<file path="src/rtl/axi_lite_rd_slave.sv">
// axi_lite_rd_slave: AXI4-Lite read-only responder over a locally written register bank.
// Define AXI_RD_SLV_STATS_EN to add the rd_count/err_count handshake statistics ports.
module axi_lite_rd_slave #(
  parameter int ADDR_WIDTH = 32,
  parameter int DATA_WIDTH = 32,
  parameter int NUM_REGS   = 16,
  parameter int RD_LATENCY = 2
) (
  input  logic                  clk,
  input  logic                  rst,
  input  logic [ADDR_WIDTH-1:0] ARADDR,
  input  logic                  ARVALID,
  output logic                  ARREADY,
  output logic [DATA_WIDTH-1:0] RDATA,
  output logic [1:0]            RRESP,
  output logic                  RVALID,
  input  logic                  RREADY,
  input  logic                  reg_wr_en,
  input  logic [7:0]            reg_wr_idx,
  input  logic [DATA_WIDTH-1:0] reg_wr_data
`ifdef AXI_RD_SLV_STATS_EN
  ,
  output logic [15:0]           rd_count,
  output logic [15:0]           err_count
`endif
);
  localparam int IW = NUM_REGS > 1 ? $clog2(NUM_REGS) : 1;
  typedef enum logic [1:0] {IDLE, WAIT, RESP} state_t;
  state_t                state_q, state_d;
  logic [4:0]            cnt_q, cnt_d;
  logic [ADDR_WIDTH-1:0] addr_q, addr_d;
  logic [DATA_WIDTH-1:0] rdata_q, rdata_d;
  logic [1:0]            rresp_q, rresp_d;
  logic [DATA_WIDTH-1:0] bank_q [NUM_REGS];
  logic                  hit;
  logic [IW-1:0]         idx;
  assign hit     = addr_q[1:0] == 2'b00 && {2'b00, addr_q[ADDR_WIDTH-1:2]} < ADDR_WIDTH'(NUM_REGS);
  assign idx     = addr_q[IW+1:2];
  assign ARREADY = state_q == IDLE;
  assign RVALID  = state_q == RESP;
  assign RDATA   = rdata_q;
  assign RRESP   = rresp_q;
  always_ff @(posedge clk or negedge rst)
    if (!rst) begin
      state_q <= IDLE;
      cnt_q   <= '0;
      addr_q  <= '0;
      rdata_q <= '0;
      rresp_q <= 2'b00;
    end else begin
      state_q <= state_d;
      cnt_q   <= cnt_d;
      addr_q  <= addr_d;
      rdata_q <= rdata_d;
      rresp_q <= rresp_d;
    end
  // Counter starts one above RD_LATENCY so RVALID rises RD_LATENCY+2 edges after the AR handshake.
  always_comb begin
    state_d = state_q;
    cnt_d   = cnt_q;
    addr_d  = addr_q;
    rdata_d = rdata_q;
    rresp_d = rresp_q;
    if (state_q == IDLE && ARVALID) begin
      addr_d  = ARADDR;
      cnt_d   = 5'(RD_LATENCY + 1);
      state_d = WAIT;
    end else if (state_q == WAIT) begin
      cnt_d = cnt_q == 5'd0 ? 5'd0 : cnt_q - 5'd1;
      if (cnt_q == 5'd0) begin
        rdata_d = hit ? bank_q[idx] : '0;
        rresp_d = hit ? 2'b00 : 2'b10;
        state_d = RESP;
      end
    end else if (state_q == RESP && RREADY) begin
      state_d = IDLE;
    end
  end
  always_ff @(posedge clk or negedge rst)
    if (!rst) begin
      for (int i = 0; i < NUM_REGS; i++) bank_q[i] <= '0;
    end else if (reg_wr_en && 32'(reg_wr_idx) < NUM_REGS) begin
      bank_q[reg_wr_idx[IW-1:0]] <= reg_wr_data;
    end
`ifdef AXI_RD_SLV_STATS_EN
  always_ff @(posedge clk or negedge rst)
    if (!rst) begin
      rd_count  <= '0;
      err_count <= '0;
    end else if (RVALID && RREADY) begin
      rd_count  <= rd_count + 16'd1;
      err_count <= err_count + {15'd0, rresp_q == 2'b10};
    end
`endif
endmodule

</file>
<file path="config.mk">
export PLATFORM = sky130hd
export DESIGN_NAME = axi_lite_rd_slave
export DESIGN_NICKNAME = d
export VERILOG_FILES = /design/src/rtl/axi_lite_rd_slave.sv
export SDC_FILE = /design/constraint.sdc
export NUM_CORES = 1
export LEC_CHECK = 0
export CORE_MARGIN = 2
export CORE_UTILIZATION = 46
export DETAILED_ROUTE_END_ITERATION = 7
export PLACE_DENSITY = 0.64
export SETUP_SLACK_MARGIN = 0.2
export SLEW_MARGIN = 20
export SYNTH_ARGS = -nofsm -noshare
export SYNTH_HDL_FRONTEND = slang
export SYNTH_SLANG_ARGS = --single-unit
export TNS_END_PERCENT = 1
</file>
<file path="constraint.sdc">
create_clock -name clk -period 3.3 [get_ports clk]
set_clock_uncertainty 0.05 [all_clocks]
set_input_delay 0.495 -clock clk [delete_from_list [all_inputs] [get_ports clk]]
set_output_delay 0.495 -clock clk [all_outputs]
set_load 0.01 [all_outputs]
</file>
; Yosys cells after proc, flatten, opt, wreduce, memory -nomap -nowiden
; Cells that the tools add are included.
; Widths: inputs -> output; s select.
[totals]
register_bits = 585
out_inout_bits = 36
inputBits = 77
elab_cells = 60
[classes]
magnitude_cmp = 5
reduce_logical = 12
n_eq_ne = 3
n_addsub = 1
n_bitwise = 3
muxes = 15
[ops]
columns = cell, n
row1 = $bwmux 512, 1
row2 = $bmux 32 s4, 1
row3 = $demux 32 s4, 1
row4 = $mux 32, 4
row5 = $lt 30x5->1 const B, 1
row6 = $mux 5, 3
row7 = $ge 5x5->1 const B, 2
row8 = $mux 2, 5
row9 = $not 4->5, 2
row10 = $lt 8x5->1 const B, 1
row11 = $logic_and 1x1->1, 5
row12 = $logic_not 5->1, 1
row13 = $lt 5x1->1 const B, 1
row14 = $sub 5x1->5 const B, 1
row15 = $logic_not 2->1, 2
row16 = $ne 3x2->1 const B, 1
row17 = $reduce_and 3->1, 1
row18 = $reduce_bool 3->1, 1
row19 = $eq 2x1->1 const B, 1
row20 = $eq 2x2->1 const B, 1
row21 = $reduce_and 2->1, 1
row22 = $reduce_bool 2->1, 1
row23 = $not 1->1, 1

; Longest topological paths before layout
[logic_depth]
ltp_word = 6
ltp_mapped = 9
ltp_nobuf = 6

; Worst setup path after synthesis
; OpenSTA, ideal clock, no wires.
[synth_path]
kind = input to register
start = input port reg_wr_idx[6]
end = register bank_q[142] (netlist name)
stages = 6
slack_ns = 0.802
t_arrival_ns = 2.323
n_path_buf = 2
setup_ns = 0.125
cell_sequence = or4b_1 nor4b_1 nor2b_1 clkbuf_2 buf_4 mux2_2
[synth_via]
elab_chain_cells = 2
[synth_rtl]
columns = element, line_no
row1 = start: declaration, 19  ; input logic [7:0] reg_wr_idx,
row2 = $lt 8x5->1, 82  ; end else if (reg_wr_en && 32'(reg_wr_idx) < NUM_REGS) begin
row3 = $logic_and 1x1->1, 82
row4 = end signal: indexed assignment, 83  ; bank_q[reg_wr_idx[IW-1:0]] <= reg_wr_data;
row5 = end: declaration, 34  ; logic [DATA_WIDTH-1:0] bank_q [NUM_REGS];
; Every way passes these cells.
; A chain may end at the register's enable or synchronous reset.

; Worst setup path after layout
[layout_path]
start = register cnt_q[0]
end = register rdata_q[18], in the netlist RDATA[18]
[layout_via]
elab_chain_cells = 2
[layout_rtl]
columns = element, line_no
row1 = start: declaration, 30  ; logic [4:0] cnt_q, cnt_d;
row2 = start signal: assignment, 52  ; cnt_q <= cnt_d;
row3 = $logic_not 5->1, 70  ; if (cnt_q == 5'd0) begin
row4 = $reduce_and 3->1 (no source line), n/a
row5 = end signal: assignment, 54  ; rdata_q <= rdata_d;
row6 = end: declaration, 32  ; logic [DATA_WIDTH-1:0] rdata_q, rdata_d;
; Every way passes these cells.

==> impl_metrics.env <==
export IMPL_layout_commonest_cell="mux2_2"
export IMPL_cp_arrival_ns=3.17
export IMPL_tightest_slew_ns=0.991
export IMPL_final_util=0.546
export IMPL_hpwl_mm=38.4
export IMPL_cts_resized=0
export IMPL_synth_seq_cells=584
export IMPL_synthCells=1856
export IMPL_final_cell_mix="mux2_2 (596), dfrtp_1 (580), mux2i_1 (158), clkdlybuf4s50_1 (110), clkbuf_16 (71)"
export IMPL_path_cells="inv_1 > ha_1 > or4b_4 > or2_2 > or3_4 > o31ai_2"
export IMPL_rsz0062_at_grt="no"
export IMPL_h_tree_depth=3
export IMPL_synth_edff_count=0
export IMPL_place_congestion=0.745
export IMPL_vias=16000
export IMPL_async_reset_ff_frac=1.00
export IMPL_grt_pass1_vias=17400
export IMPL_crit_buf_inv=1
export IMPL_tns_ns=0
export IMPL_clkSinkCount=584
export IMPL_rrSetupSlack_ns=0.56
export IMPL_worstSetupPathType="reg2reg"
export IMPL_die_y_um=243
export IMPL_finalMaxSlewViolations=0
export IMPL_powerDensity_mw_per_mm2=533
export IMPL_area_growth_pct=17.2
export IMPL_place_port_buffers=111
export IMPL_grtUsageTotal=0.229
export IMPL_final_min_clock_period_ns=2.74
export IMPL_endpoint_kind="flop"
export IMPL_drt_iter0_drc=1000
export IMPL_slowest_delay_ns=0.69
export IMPL_cp_max_fo=33
export IMPL_post_route_period_util=0.829
export IMPL_cts_setup_buffers=0
export IMPL_holdBufCountCts=1
export IMPL_dp_cells=2628
export IMPL_clkTransAtPathRegs_ns=0.06
export IMPL_dieArea_mm2=0.0591
export IMPL_wl_mm=66.5
export IMPL_io_pins=113
export IMPL_cts_buffers=66
export IMPL_clock_fmax_ghz=0.365
export IMPL_power_leakage_nw=15.1
export IMPL_dp_worst_setup_slack_ns=0.264
export IMPL_drtPass1Iterations=5
export IMPL_routedWlPerCell_um=24.2
export IMPL_setup_violations=0
export IMPL_final_cell_area_mm2=0.0308
export IMPL_rows=87
export IMPL_cts_root_buf="clkbuf_16"
export IMPL_cts_tree="yes"
export IMPL_relSlewSlack=0.339
export IMPL_drive_above_1_share=0.433
export IMPL_cp_required_ns=3.74
export IMPL_die_x_um=243
export IMPL_synth_warnings=0
export IMPL_core_mm2=0.0565
export IMPL_drc=0
export IMPL_crit_family="simple AND/OR/NAND/NOR gates"
export IMPL_syn_area_mm2=0.0263
export IMPL_setup_slack_ns=0.564
export IMPL_synth_distinct_cells=46
export IMPL_nets=2019
export IMPL_synth_nets=1934
export IMPL_cpMaxStageDelayCell="or3_4"
export IMPL_ys_seq_area_frac=0.555
export IMPL_avgSynthCellArea_um2=14.2
export IMPL_placed_area_mm2=0.0286
export IMPL_clockBufferDepth=3
export IMPL_initial_utilization=0.466
export IMPL_grt_pass1_wl_mm=104
export IMPL_antenna_found_initial=1
export IMPL_n_antenna_cell=0
export IMPL_viasPerCell=5.85
export IMPL_insertion_delay_ns=0.59
export IMPL_p_total_mw=16.5
export IMPL_layout_cells_non_filler=2745
export IMPL_ant_nets=0
export IMPL_fin_hold_ws_ns=0.401
export IMPL_startpoint_type="flop"
export IMPL_grt_max_degree=118
export IMPL_overflow=0
export IMPL_cap_viol_max_count=0
export IMPL_fill_cells=4571
export IMPL_hold_class="in2async"
export IMPL_peakVddDrop_mv=0.321
export IMPL_hold_violations=0
export IMPL_outcome="finished, final reports clean"
export IMPL_synth_flop_cell="dfrtp_1"
## synth_stat cells (all sizes together) (3+ instances only)
master / number / share of area
o221a: 31 / 0.013
nor4: 8 / 0.0019
nor2: 10 / 0.0014
inv: 6 / 0.00086
a21oi: 33 / 0.0063
a221oi: 62 / 0.021
nor3b: 3 / 0.0012
mux2i: 158 / 0.060
buf: 63 / 0.013
dfrtp: 584 / 0.56
a22oi: 62 / 0.018
nor2b: 9 / 0.0021
o31ai: 32 / 0.014
mux2: 605 / 0.26
o21ai: 8 / 0.0015
nand3: 6 / 0.0011
clkbuf: 104 / 0.015
nand2: 48 / 0.0068
## layer usage
layer | share of wire | GRT usage | wire length (µm)
met1 | 0.44 | 0.298 | 29200
met3 | 0.037 | 0.0342 | 2430
met2 | 0.49 | 0.388 | 32800
met4 | 0.031 | 0.0863 | 2060
met5 | 0.00017 | 0 | 11
## where the power goes
group          internal, mW  leakage (nW)  switching, mW
clock                  4.60          1.11           2.87
combinational         0.619          6.03          0.696
sequential             7.48          7.99          0.185
total                  12.7          15.1           3.75
## path summary, 6_finish.rpt
kind | start | cells past startpoint | to
setup / recovery | cnt_q[0]$_DFFE_PN0N_ | 6 | RDATA[18]$_DFFE_PN0P_
hold / removal | rst | 2 | addr_q[11]$_DFFE_PN0P_
setup reg to reg | cnt_q[0]$_DFFE_PN0N_ | 6 | RDATA[18]$_DFFE_PN0P_
hold reg to reg | RDATA[10]$_DFFE_PN0P_ | 2 | RDATA[10]$_DFFE_PN0P_
max in group asynchronous | rst | 3 | bank_q[337]$_DFFE_PN0P_
min in group clk | RDATA[10]$_DFFE_PN0P_ | 2 | RDATA[10]$_DFFE_PN0P_
## sequential cells by signal, indices dropped and copies added (netlist names)
signal	count
state_q	2
RDATA	32
cnt_q	5
RRESP	1
bank_q	512
addr_q	32
## layout make-up
| class | instances | area, µm² | share of cell area |
|---|---|---|---|
| clock buffer | 102 | 2060 | 0.0669 |
| tap | 756 | 946 | 0.0307 |
| clock inverter | 14 | 176 | 0.00572 |
| inverter | 7 | 26.3 | 0.000852 |
| multi-input combinational | 1098 | 11000 | 0.358 |
| timing repair buffer | 184 | 1970 | 0.0638 |
| sequential | 584 | 14600 | 0.474 |
## logic make-up after synthesis
logic type               after synthesis  share of synthesized area
buffers and inverters                174                     0.0290
other                                  1                   0.000142
multiplexers                         765                      0.321
AND/OR/NAND/NOR                       98                     0.0191
adder cells (fa/ha/maj)                1                   0.000475
flip-flops                           584                      0.555
AO/OA/AOI/OAI                        233                     0.0754
No activity file was read; power rests on OpenSTA's default activity.
